<file path="src/rtl/calc_pkg.sv">
// ============================================================================
//  calc_pkg
//  Shared definitions for the calculator front end: operator codes, the
//  keypad scanner state encoding and the matrix-position key decoder.
//  Revision: 1.0
// ============================================================================
`default_nettype none

package calc_pkg;

  // Operator codes presented to the general controller
  localparam logic [2:0] OP_NONE = 3'b000;
  localparam logic [2:0] OP_NEG  = 3'b001;
  localparam logic [2:0] OP_ADD  = 3'b010;
  localparam logic [2:0] OP_SUB  = 3'b011;
  localparam logic [2:0] OP_MUL  = 3'b100;

  typedef enum logic [1:0] {
    KP_SCAN     = 2'd0,
    KP_DEBOUNCE = 2'd1,
    KP_EMIT     = 2'd2,
    KP_RELEASE  = 2'd3
  } kp_state_t;

  typedef enum logic [1:0] {
    KIND_NONE  = 2'd0,
    KIND_DIGIT = 2'd1,
    KIND_OP    = 2'd2,
    KIND_EQUAL = 2'd3
  } key_kind_t;

  typedef struct packed {
    key_kind_t  kind;
    logic [3:0] value;   // digit 0-9, or operator code in [2:0]
  } key_code_t;

  // Index of the lowest active-low column; multi-key presses resolve here.
  function automatic logic [1:0] lowest_low_col(input logic [3:0] cols);
    logic [1:0] col;
    col = 2'd0;
    for (int i = 3; i >= 0; i--) begin
      if (!cols[i]) col = 2'(i);
    end
    return col;
  endfunction

  // Keypad legend:  row0: 1 2 3 A   row1: 4 5 6 B
  //                 row2: 7 8 9 C   row3: * 0 # D
  function automatic key_code_t kp_decode(input logic [1:0] row,
                                          input logic [1:0] col);
    key_code_t k;
    k.kind  = KIND_NONE;
    k.value = 4'd0;
    case ({row, col})
      4'h0: begin k.kind = KIND_DIGIT; k.value = 4'd1; end
      4'h1: begin k.kind = KIND_DIGIT; k.value = 4'd2; end
      4'h2: begin k.kind = KIND_DIGIT; k.value = 4'd3; end
      4'h3: begin k.kind = KIND_OP;    k.value = {1'b0, OP_ADD}; end
      4'h4: begin k.kind = KIND_DIGIT; k.value = 4'd4; end
      4'h5: begin k.kind = KIND_DIGIT; k.value = 4'd5; end
      4'h6: begin k.kind = KIND_DIGIT; k.value = 4'd6; end
      4'h7: begin k.kind = KIND_OP;    k.value = {1'b0, OP_SUB}; end
      4'h8: begin k.kind = KIND_DIGIT; k.value = 4'd7; end
      4'h9: begin k.kind = KIND_DIGIT; k.value = 4'd8; end
      4'hA: begin k.kind = KIND_DIGIT; k.value = 4'd9; end
      4'hB: begin k.kind = KIND_OP;    k.value = {1'b0, OP_MUL}; end
      4'hC: begin k.kind = KIND_NONE;  k.value = 4'd0; end   // '*'
      4'hD: begin k.kind = KIND_DIGIT; k.value = 4'd0; end
      4'hE: begin k.kind = KIND_EQUAL; k.value = 4'd0; end   // '#'
      4'hF: begin k.kind = KIND_OP;    k.value = {1'b0, OP_NEG}; end
      default: begin k.kind = KIND_NONE; k.value = 4'd0; end
    endcase
    return k;
  endfunction

endpackage

`default_nettype wire

</file>
<file path="src/rtl/kp_debounce.sv">
// ============================================================================
//  kp_debounce
//  Stable-cycle counter shared by the press and release phases of the
//  keypad scanner. Counts consecutive cycles with match high; done is a
//  registered flag raised once the count has reached DEBOUNCE_CYC-1.
//  Ports:
//    clk, RST  - clock, synchronous active-high reset
//    match     - current cycle is "stable"
//    clear     - restart counting (phase entry / completion consumed)
//    done      - stable long enough
//  Revision: 1.0
// ============================================================================
`default_nettype none

module kp_debounce #(
  parameter int DEBOUNCE_CYC = 20000
) (
  input  logic clk,
  input  logic RST,
  input  logic match,
  input  logic clear,
  output logic done
);

  localparam int CW = (DEBOUNCE_CYC > 2) ? $clog2(DEBOUNCE_CYC) : 1;
  localparam logic [CW-1:0] LAST = CW'(DEBOUNCE_CYC - 1);

  logic [CW-1:0] count;

  always_ff @(posedge clk) begin
    if (RST || clear || !match) begin
      count <= '0;
      done  <= 1'b0;
    end else begin
      done <= (count == LAST);
      // saturate so a long stable period cannot wrap and re-arm
      if (count != LAST) count <= count + 1'b1;
    end
  end

endmodule

`default_nettype wire

</file>
<file path="src/rtl/keypad_scanner.sv">
// ============================================================================
//  keypad_scanner
//  Scans a 4x4 active-low matrix keypad, debounces press and release, and
//  decodes each accepted key into gencon's key-entry inputs.
//  Ports:
//    clk, RST        - clock, synchronous active-high reset
//    row_out[3:0]    - row drive, active-low one-hot
//    col_in[3:0]     - column sense, active-low
//    complete        - gencon result ready (clears equal_input)
//    keypad_input    - last digit (held)
//    read_input      - one-cycle digit strobe
//    operator_input  - operator code, one-cycle pulse
//    equal_input     - equal request level
//  Configuration macro: KEYPAD_SYNC_EN - two-flop synchronizer on col_in.
//  Revision: 1.0
// ============================================================================
`default_nettype none

module keypad_scanner
  import calc_pkg::*;
#(
  parameter int SCAN_DIV     = 1000,
  parameter int DEBOUNCE_CYC = 20000
) (
  input  logic       clk,
  input  logic       RST,
  output logic [3:0] row_out,
  input  logic [3:0] col_in,
  input  logic       complete,
  output logic [3:0] keypad_input,
  output logic       read_input,
  output logic [2:0] operator_input,
  output logic       equal_input
);

  localparam int DW = (SCAN_DIV > 2) ? $clog2(SCAN_DIV) : 1;
  localparam logic [DW-1:0] DIV_LAST = DW'(SCAN_DIV - 1);

  logic [3:0]    cols;
  kp_state_t     state;
  logic [DW-1:0] div_cnt;
  logic [1:0]    row_idx;
  logic [3:0]    cap_cols;
  logic          match;
  logic          clear;
  logic          done;
  logic          sample_now;
  logic          advance;
  key_code_t     code;

`ifdef KEYPAD_SYNC_EN
  logic [3:0] col_meta;
  logic [3:0] col_sync;

  always_ff @(posedge clk) begin
    if (RST) begin
      col_meta <= 4'hF;
      col_sync <= 4'hF;
    end else begin
      col_meta <= col_in;
      col_sync <= col_meta;
    end
  end

  assign cols = col_sync;
`else
  assign cols = col_in;
`endif

  assign sample_now = (div_cnt == DIV_LAST);
  // row_idx is frozen outside SCAN, so it still names the captured row here
  assign code = kp_decode(row_idx, lowest_low_col(cap_cols));

  always_comb begin
    match = 1'b0;
    case (state)
      KP_DEBOUNCE: match = (cols == cap_cols);
      KP_RELEASE:  match = &cols;
      default:     match = 1'b0;
    endcase
    clear   = (state == KP_SCAN) || (state == KP_EMIT) || done;
    // every return to SCAN, and an idle row period, moves on to the next row
    advance = ((state == KP_SCAN) && sample_now && (&cols)) ||
              ((state == KP_DEBOUNCE) && !done && !match) ||
              ((state == KP_RELEASE) && done);
  end

  kp_debounce #(
    .DEBOUNCE_CYC (DEBOUNCE_CYC)
  ) u_debounce (
    .clk   (clk),
    .RST   (RST),
    .match (match),
    .clear (clear),
    .done  (done)
  );

  // Row drive and row-period divider
  always_ff @(posedge clk) begin
    if (RST) begin
      div_cnt <= '0;
      row_idx <= 2'd0;
      row_out <= 4'b1110;
    end else if (advance) begin
      div_cnt <= '0;
      row_idx <= row_idx + 1'b1;
      row_out <= {row_out[2:0], row_out[3]};
    end else if ((state == KP_SCAN) && !sample_now) begin
      div_cnt <= div_cnt + 1'b1;
    end
  end

  // Scanner FSM with registered outputs
  always_ff @(posedge clk) begin
    if (RST) begin
      state          <= KP_SCAN;
      cap_cols       <= 4'hF;
      keypad_input   <= 4'd0;
      read_input     <= 1'b0;
      operator_input <= OP_NONE;
      equal_input    <= 1'b0;
    end else begin
      read_input     <= 1'b0;
      operator_input <= OP_NONE;
      if (equal_input && complete) equal_input <= 1'b0;

      case (state)
        KP_SCAN: begin
          if (sample_now && !(&cols)) begin
            cap_cols <= cols;
            state    <= KP_DEBOUNCE;
          end
        end

        KP_DEBOUNCE: begin
          if (done)        state <= KP_EMIT;
          else if (!match) state <= KP_SCAN;
        end

        KP_EMIT: begin
          state <= KP_RELEASE;
          // a pending equal swallows every key until gencon completes
          if (!equal_input) begin
            case (code.kind)
              KIND_DIGIT: begin
                keypad_input <= code.value;
                read_input   <= 1'b1;
              end
              KIND_OP:    operator_input <= code.value[2:0];
              KIND_EQUAL: equal_input    <= 1'b1;
              default:    ;
            endcase
          end
        end

        KP_RELEASE: begin
          if (done) state <= KP_SCAN;
        end

        default: state <= KP_SCAN;
      endcase
    end
  end

endmodule

`default_nettype wire
</file>
<file path="config.mk">
export PLATFORM = sky130hd
export DESIGN_NAME = keypad_scanner
export DESIGN_NICKNAME = d
export VERILOG_FILES = /design/src/rtl/calc_pkg.sv /design/src/rtl/kp_debounce.sv /design/src/rtl/keypad_scanner.sv
export SDC_FILE = /design/constraint.sdc
export NUM_CORES = 1
export LEC_CHECK = 0
export CAP_MARGIN = 40
export CORE_ASPECT_RATIO = 0.5
export CORE_MARGIN = 8
export CORE_UTILIZATION = 60
export CTS_BUF_LIST = sky130_fd_sc_hd__clkbuf_8
export DETAILED_ROUTE_END_ITERATION = 6
export GPL_TIMING_DRIVEN = 0
export HOLD_SLACK_MARGIN = 0.12
export PLACE_DENSITY_LB_ADDON = 0.12
export SYNTH_ARGS = -nofsm -noshare
export SYNTH_HDL_FRONTEND = slang
export SYNTH_SLANG_ARGS = --single-unit
</file>
<file path="constraint.sdc">
create_clock -name clk -period 5.55 [get_ports clk]
set_input_delay 1.11 -clock clk [delete_from_list [all_inputs] [get_ports clk]]
set_output_delay 1.11 -clock clk [all_outputs]
set_load 0.02 [all_outputs]
</file>
After elaboration in Yosys (flattened, before gate mapping)
Memory sizes are Yosys's and may differ from the RTL's.
Cells that the tools add are included.
{ "totals": {"wordCells": 72, "rom_bits": 96, "register_bits": 47, "n_memories": 1, "input_bits": 7, "out_inout_bits": 13} }
{ "memory_table": {"columns": ["name", "depth", "width", "rd", "rd_ports_with_merged_regs", "wr", "line_no", "text"], "rows": [
  ["(name not given)", 16, 6, 1, 0, 0, "calc_pkg.sv:54", "case ({row, col})"]
]} }
{ "op_classes": {"bitwise": 3, "muxes": 15, "n_reduce_logical": 26, "n_addsub": 3, "eq_ne": 13} }
{ "ops": {"columns": ["op", "count"], "rows": [
  ["2-bit two-way mux", 8],
  ["15-bit by 1-bit adder with 15-bit output (second input constant)", 1],
  ["15-bit == test (second input constant)", 1],
  ["15-bit inequality test (second input constant)", 1],
  ["10-bit by 1-bit adder with 10-bit output (second input constant)", 1],
  ["10-bit == test (second input constant)", 1],
  ["2-bit == test (second input constant)", 4],
  ["1-bit logical AND", 8],
  ["2-bit case mux with 4 select lines", 1],
  ["1-bit logical OR", 6],
  ["3-bit AND reduction", 2],
  ["1-bit two-way mux", 5],
  ["2-bit by 1-bit == test with 1-bit output (second input constant)", 2],
  ["4-bit == test", 1],
  ["1-bit zero test", 4],
  ["2-bit by 1-bit inequality test with 1-bit output (second input constant)", 2],
  ["4-bit AND reduction", 1],
  ["4-bit OR reduction", 1],
  ["3-bit inequality test (second input constant)", 1],
  ["1-bit NOT", 3],
  ["3-bit OR reduction", 1],
  ["2-bit by 1-bit adder with 2-bit output (second input constant)", 1],
  ["2-bit zero test", 1],
  ["1-bit case mux with 2 select lines", 1],
  ["2 further kinds", 2]
]} }

Depth between registers and ports, before layout
Gate-level depths: netlist of the first run.
An unclocked memory read counts as a cell.
{ "depth": {"word_depth": 9, "depth_mapped": 9, "depth_no_buf": 9} }

By module
A second synthesis of the first run with hierarchy kept.
{ "unflattened": {"cells_unflattened": 269, "area_unflattened_um2": 2416.1} }
{ "modules_own_cells": {"columns": ["module", "cells_each", "seq_area_each_um2", "area_each_um2", "n_inst"], "rows": [
  ["keypad_scanner", 185, 620.6, 1661.6, 1],
  ["kp_debounce", 84, 320.3, 754.5, 1]
]} }

Worst setup path after synthesis of the first run
No wires, ideal clock.
{ "synth_path": {"path_kind": "input port to flip-flop", "startpoint": "input port col_in[1]", "endpoint": "register row_out[1]", "t_arrival_ps": 2173, "path_stages": 5, "t_required_ps": 5430, "setup_slack_ps": 3258, "path_buffers": 0, "setup_time_ps": 120, "cell_sequence": "xnor2_1 -> nand4_2 -> a211oi_4 -> nor2b_1 -> a211o_1"} }
{ "synth_via": {"elab_chain_len": 6, "elab_cells_between_ends": 8, "cone_classes": "1 x eq/ne; 1 x mux; 6 x reduce/logical"} }
{ "synth_lines": {"columns": ["element", "line_no", "text"], "rows": [
  ["from (decl)", "keypad_scanner.sv:28", "input logic [3:0] col_in,"],
  ["4-bit == test or 4-bit AND reduction (tied branches)", "keypad_scanner.sv:77, keypad_scanner.sv:78, keypad_scanner.sv:83", null],
  ["1-bit case mux with 2 select lines", "keypad_scanner.sv:76", "case (state)"],
  ["1-bit zero test", "keypad_scanner.sv:84", "((state == KP_DEBOUNCE) && !done && !match) ||"],
  ["1-bit logical AND", "keypad_scanner.sv:84", null],
  ["1-bit logical OR *", "keypad_scanner.sv:83", "advance = ((state == KP_SCAN) && sample_now && (&cols)) ||"],
  ["1-bit logical OR *", "keypad_scanner.sv:84", null],
  ["to (signal assigned)", "keypad_scanner.sv:107", "row_out <= {row_out[2:0], row_out[3]};"],
  ["to (decl)", "keypad_scanner.sv:27", "output logic [3:0] row_out,"]
]} }
Every way passes the cells marked *; elsewhere a longest branch is shown, timed or not.
A chain may end at the register's enable or synchronous reset.

Worst setup path in the final report of the first run
{ "layout_path": {"startpoint": "input port col_in[3]", "endpoint": "register row_idx[1]"} }
{ "layout_via": {"elab_chain_len": 6, "elab_cells_between_ends": 8, "cone_classes": "1 x eq/ne; 1 x mux; 6 x reduce/logical"} }
{ "layout_lines": {"columns": ["element", "line_no", "text"], "rows": [
  ["4-bit == test or 4-bit AND reduction (tied branches)", "keypad_scanner.sv:77, keypad_scanner.sv:78, keypad_scanner.sv:83", null],
  ["1-bit case mux with 2 select lines", "keypad_scanner.sv:76", null],
  ["1-bit zero test", "keypad_scanner.sv:84", null],
  ["1-bit logical AND", "keypad_scanner.sv:84", null],
  ["1-bit logical OR *", "keypad_scanner.sv:83", null],
  ["1-bit logical OR *", "keypad_scanner.sv:84", null],
  ["to (signal assigned)", "keypad_scanner.sv:106", "row_idx <= row_idx + 1'b1;"],
  ["to (decl)", "keypad_scanner.sv:42", "logic [1:0] row_idx;"]
]} }
Marked as above.

==> qor.yml, run 1 <==
vdd_drop_max_mv: 0.158
tns_ns: 0
postCtsSetupBuffers: 0
instances_no_fill: 338
critPathKind: "in -> reg"
cts_tree: "built"
period_share: 0.490
ff_latch_area_um2: 941
max_freq_mhz: 368
drive_gt1_frac: 0.106
ant_nets: 0
place.gp.congestion: 0.857
finalHoldViolations: 0
synth_cell_types: 52
syn_nets: 269
core_mm2: 0.00382
synth_area_leaders: "dfxtp_1 (40%), nor2_1 (7.5%), xnor2_1 (6.0%)"
tightest_slew_ns: 0.473
synth-main-ff-cell: "dfxtp_1"
final_cell_mix: "nor2_1 (47), dfxtp_1 (47), nand2_1 (20), clkdlybuf4s50_1 (19), xnor2_1 (16)"
max_cap_violations: 0
route.detailed.drc: 0
synth_warnings: 0
firstDrtPassIters: 4
rsz0062_at_grt: "no"
worstPathRequired_ns: 5.77
slew_headroom: 0.684
nets: 295
fp.dieW_um: 105
drt-vias-per-instance: 5.35
area_growth_syn_to_layout_pct: 15.9
place_inst: 330
synth_edf_count: 0
hold_buffers: 0
clockBufferDepth: 2
multi_input_area_mm2: 0.00130
leakage_uw: 0.00101
rows: 16
fillCellCount: 290
finalCriticalPeriod_ns: 2.72
grt_remaining_overflow: 0
pre_cts_ws_ns: 2.53
cp_max_fo: 10
cts_made_buffers: 5
cp-end-kind: "register"
root_buffer: "clkbuf_8"
synth_top_area_share: 0.400
io_buffers: 19
drt-total-wl_mm: 4.39
clkSlewWorstSetupHoldPaths_ns: 0.08
grt_use_total: 0.147
synth_cells: 257
die_area_mm2: 0.00631
cts_resized: 0
drt_iter0_drc: 48
fin_worst_skew_ns: 0.00674
htree_num_levels: 2
status: "finished, final reports clean"
setup_viol: 0
die_h_um: 60.3
dp_hpwl_mm: 3.30
async_flop_share: 0
powerDensity_mw_per_mm2: 225
synth_area_leader_cell: "dfxtp_1"
vias: 1808
io_pins: 20
synth_area_mm2: 0.00235
antenna_found_initial: 0
initial_core_util: 0.616
first_global_vias: 1756
worst_skew_pair.late_latency_ns: 0.29
hold_path_class: "reg -> reg"
grt_max_degree: 15
seq_area_frac_synth: 0.400
clkSinkCount: 47
synth-seq-cells: 47
maxSlewViolCount: 0
arrival_ns: 2.94
grt_pass1_wl_mm: 7.60
synth_area_per_cell_um2: 9.16
avgRoutedWirePerCell_um: 13.0
diodes: 0
setup_ws_ns: 2.83
start_kind: "input port"
[synthesized netlist by cell type, types with 6 or more instances]
library cell	count
xor2_1	11
nor2_1	47
nand2_1	20
nand4_1	7
nor3_1	6
inv_1	9
mux2i_1	6
xnor2_1	16
nand3_1	9
dfxtp_1	47
nor2b_1	6
[critical path: stages]
cell and delay (ns):
clkdlybuf4s50_1 0.53, nand4_1 0.29, nor4_4 0.39, a211oi_4 0.13, or3_1 0.33, a21oi_1 0.15
[cell families after synthesis]
| family | count (synthesis) | share of synthesized area |
|---|---|---|
| adder cells (fa/ha/maj) | 5 | 0.0266 |
| AO/OA/AOI/OAI | 28 | 0.0946 |
| XOR/XNOR | 27 | 0.100 |
| buffers and inverters | 18 | 0.0494 |
| flip-flops | 47 | 0.400 |
| multiplexers | 6 | 0.0255 |
| AND/OR/NAND/NOR | 126 | 0.304 |
[layer usage]
layer  GRT usage  vias to the layer above  share of wire
met5           0                        -              0
met4      0.0542                        0          0.014
met3      0.0441                        7          0.041
met2       0.270                       18           0.48
met1       0.162                      846           0.46
li1            -                      937              -
[worst paths after layout]
| check | endpoint | from | slack, ns | cells after the start |
|---|---|---|---|---|
| max | row_idx[1]$_SDFFE_PP0P_ | col_in[3] | 2.83 | 6 |
| min | keypad_input[0]$_SDFFE_PP0P_ | keypad_input[0]$_SDFFE_PP0P_ | 0.48 | 2 |
| max reg2reg | keypad_input[1]$_SDFFE_PP0P_ | cap_cols[2]$_SDFFE_PP1P_ | 3.13 | 9 |
| min reg2reg | keypad_input[0]$_SDFFE_PP0P_ | keypad_input[0]$_SDFFE_PP0P_ | 0.48 | 2 |
[stage by stage]
stage | power [µW] | instance area [µm²] | util | hold slack [ns]
detailed placement | 369 | 2610 | 0.683 | 0.473
finish | 615 | 2730 | 0.714 | 0.482
global placement | 368 | 2610 | 0.683 | 0.462
global route | 638 | 2730 | 0.714 | 0.505
floorplan | 360 | 2350 | - | 0.472
CTS | 620 | 2730 | 0.714 | 0.488
[layout make-up]
class / instances / area share
clock inverters: 2 / 0.0128
inverters: 9 / 0.0124
well taps: 54 / 0.0247
clock buffers: 6 / 0.0302
flip-flops and latches: 47 / 0.345
multi-input cells: 192 / 0.475
repair buffers: 19 / 0.0697
plain buffers: 9 / 0.0302
[report_power, final]
part / total [µW] / switching [µW] / internal (µW)
logic: 20.3 / 9.97 / 10.3
clock network: 254 / 108 / 146
registers: 341 / 2.22 / 339
total: 615 / 120 / 495
[flip-flops by register name, summed over array words and instances, names as in the netlist, named ones only]
register and flops:
cap_cols 4, div_cnt 10, equal_input 1, keypad_input 4
operator_input 3, read_input 1, row_idx 2, row_out 4
state 1, u_debounce.count 15, u_debounce.done 1
Note: power is estimated with default switching activity, not from simulation.
==> inputs of run 2 (changes only) <==
==> constraint.sdc (replaced) <==
create_clock -name clk -period 2.6 [get_ports clk]
set_input_delay 0.52 -clock clk [delete_from_list [all_inputs] [get_ports clk]]
set_output_delay 0.52 -clock clk [all_outputs]
set_load 0.02 [all_outputs]
==> qor.yml, run 2 (synthesized netlist as in run 1, its figures left out) <==
vdd_drop_max_mv: 0.337
tightest_slew_ns: 0.467
regMostFlops: "u_debounce.count"
arrival_ns: 2.48
period_share: 0.881
die_area_mm2: 0.00631
hold_path_class: "reg -> reg"
largestRegisters: "u_debounce.count x15, div_cnt x10"
io_buffers: 19
setup.worst_path.start: "cap_cols[2]$_SDFFE_PP1P_"
min_to: "keypad_input[0]$_SDFFE_PP0P_"
route.detailed.drc: 0
root_buffer: "clkbuf_8"
cts_resized: 0
ant_nets: 0
final_cell_mix: "nor2_1 (47), dfxtp_1 (47), nand2_1 (20), clkdlybuf4s50_1 (19), xnor2_1 (16)"
core_mm2: 0.00382
grt_remaining_overflow: 0
antenna_found_initial: 0
dp_hpwl_mm: 3.30
vias: 1815
tns_ns: 0
place_inst: 330
firstDrtPassIters: 4
leakage_uw: 0.00101
max_freq_mhz: 436
grt_pass1_wl_mm: 7.60
slew_headroom: 0.688
critPathKind: "reg -> reg"
status: "finished, final reports clean"
largest_reg_flops: 15
fp.dieW_um: 105
cp_max_fo: 7
hold_start: "keypad_input[0]$_SDFFE_PP0P_"
drt-vias-per-instance: 5.37
hold_buffers: 0
setup_viol: 0
place.gp.congestion: 0.857
rsz0062_at_grt: "no"
timing.rr.start: "cap_cols[2]$_SDFFE_PP1P_"
cts_made_buffers: 5
first_global_vias: 1756
io_pins: 20
grt_max_degree: 15
holdPathStages: 2
fin_worst_skew_ns: 0.00623
instances_no_fill: 338
r2r_slack_ns: 0.31
clkSinkCount: 47
maxSlewViolCount: 0
max_cap_violations: 0
finalCriticalPeriod_ns: 2.29
clockBufferDepth: 2
drive_gt1_frac: 0.109
die_h_um: 60.3
area_growth_syn_to_layout_pct: 16.1
start_kind: "register"
drt_iter0_drc: 47
avgRoutedWirePerCell_um: 13.0
clkSlewWorstSetupHoldPaths_ns: 0.08
initial_core_util: 0.616
htree_num_levels: 2
reg2regPathDepth: 9
drt-total-wl_mm: 4.40
powerDensity_mw_per_mm2: 480
grt_use_total: 0.147
postCtsSetupBuffers: 0
finalHoldViolations: 0
rows: 16
cp-end-kind: "register"
worstPathRequired_ns: 2.79
nets: 295
diodes: 0
cts_tree: "built"
worst_skew_pair.late_latency_ns: 0.29
r2r_end: "keypad_input[1]$_SDFFE_PP0P_"
[run 2: cell type report]
cell class | count | area, µm²
Tap cell | 54 | 67.6
Buffer | 9 | 82.6
Clock buffer | 6 | 82.6
Fill cell | 289 | 1090
Sequential cell | 47 | 941
Timing Repair Buffer | 19 | 190
Multi-Input combinational cell | 192 | 1300
Inverter | 9 | 33.8
Clock inverter | 2 | 35.0
[run 2: critical path: stages, from the launching register on]
cell	delay, ns
dfxtp_1	0.35
nor2b_1	0.14
o21ai_2	0.24
inv_1	0.11
ha_1	0.24
a21boi_0	0.13
a41oi_1	0.27
nor3b_4	0.40
mux2i_1	0.25
nor2_1	0.05
[run 2: metal layers]
layer | vias up | track usage | wire, µm
met1 | 846 | 0.162 | 2050
met2 | 21 | 0.270 | 2120
met3 | 7 | 0.0441 | 173
li1 | 941 | - | -
met4 | 0 | 0.0542 | 60
met5 | - | 0 | 0
[run 2: worst max path at each step]
stage	endpoint	slack (ns)	cells after the start
floorplan	operator_input[1]$_SDFF_PP0_	0.48	7
global placement	keypad_input[1]$_SDFFE_PP0P_	0.25	9
detailed placement	row_idx[1]$_SDFFE_PP0P_	0.17	6
CTS	keypad_input[1]$_SDFFE_PP0P_	0.16	9
global route	keypad_input[1]$_SDFFE_PP0P_	0.15	9
finish	keypad_input[1]$_SDFFE_PP0P_	0.31	9
[run 2: report_power, final]
group	total, µW	switching (µW)	internal (µW)
combinational	43.3	21.4	22.0
sequential	728	4.73	723
clock	541	229	311
[run 2: stage by stage]
stage               total power (µW)  hold slack (ns)  worst slack [ns]   util  instance area (µm²)
global route                    1360            0.505             0.149  0.715                 2730
finish                          1310            0.483             0.309  0.715                 2730
detailed placement               787            0.473             0.166  0.683                 2610
CTS                             1320            0.488             0.156  0.714                 2730
global placement                 785            0.462             0.254  0.683                 2610
floorplan                        769            0.472             0.481      -                 2350
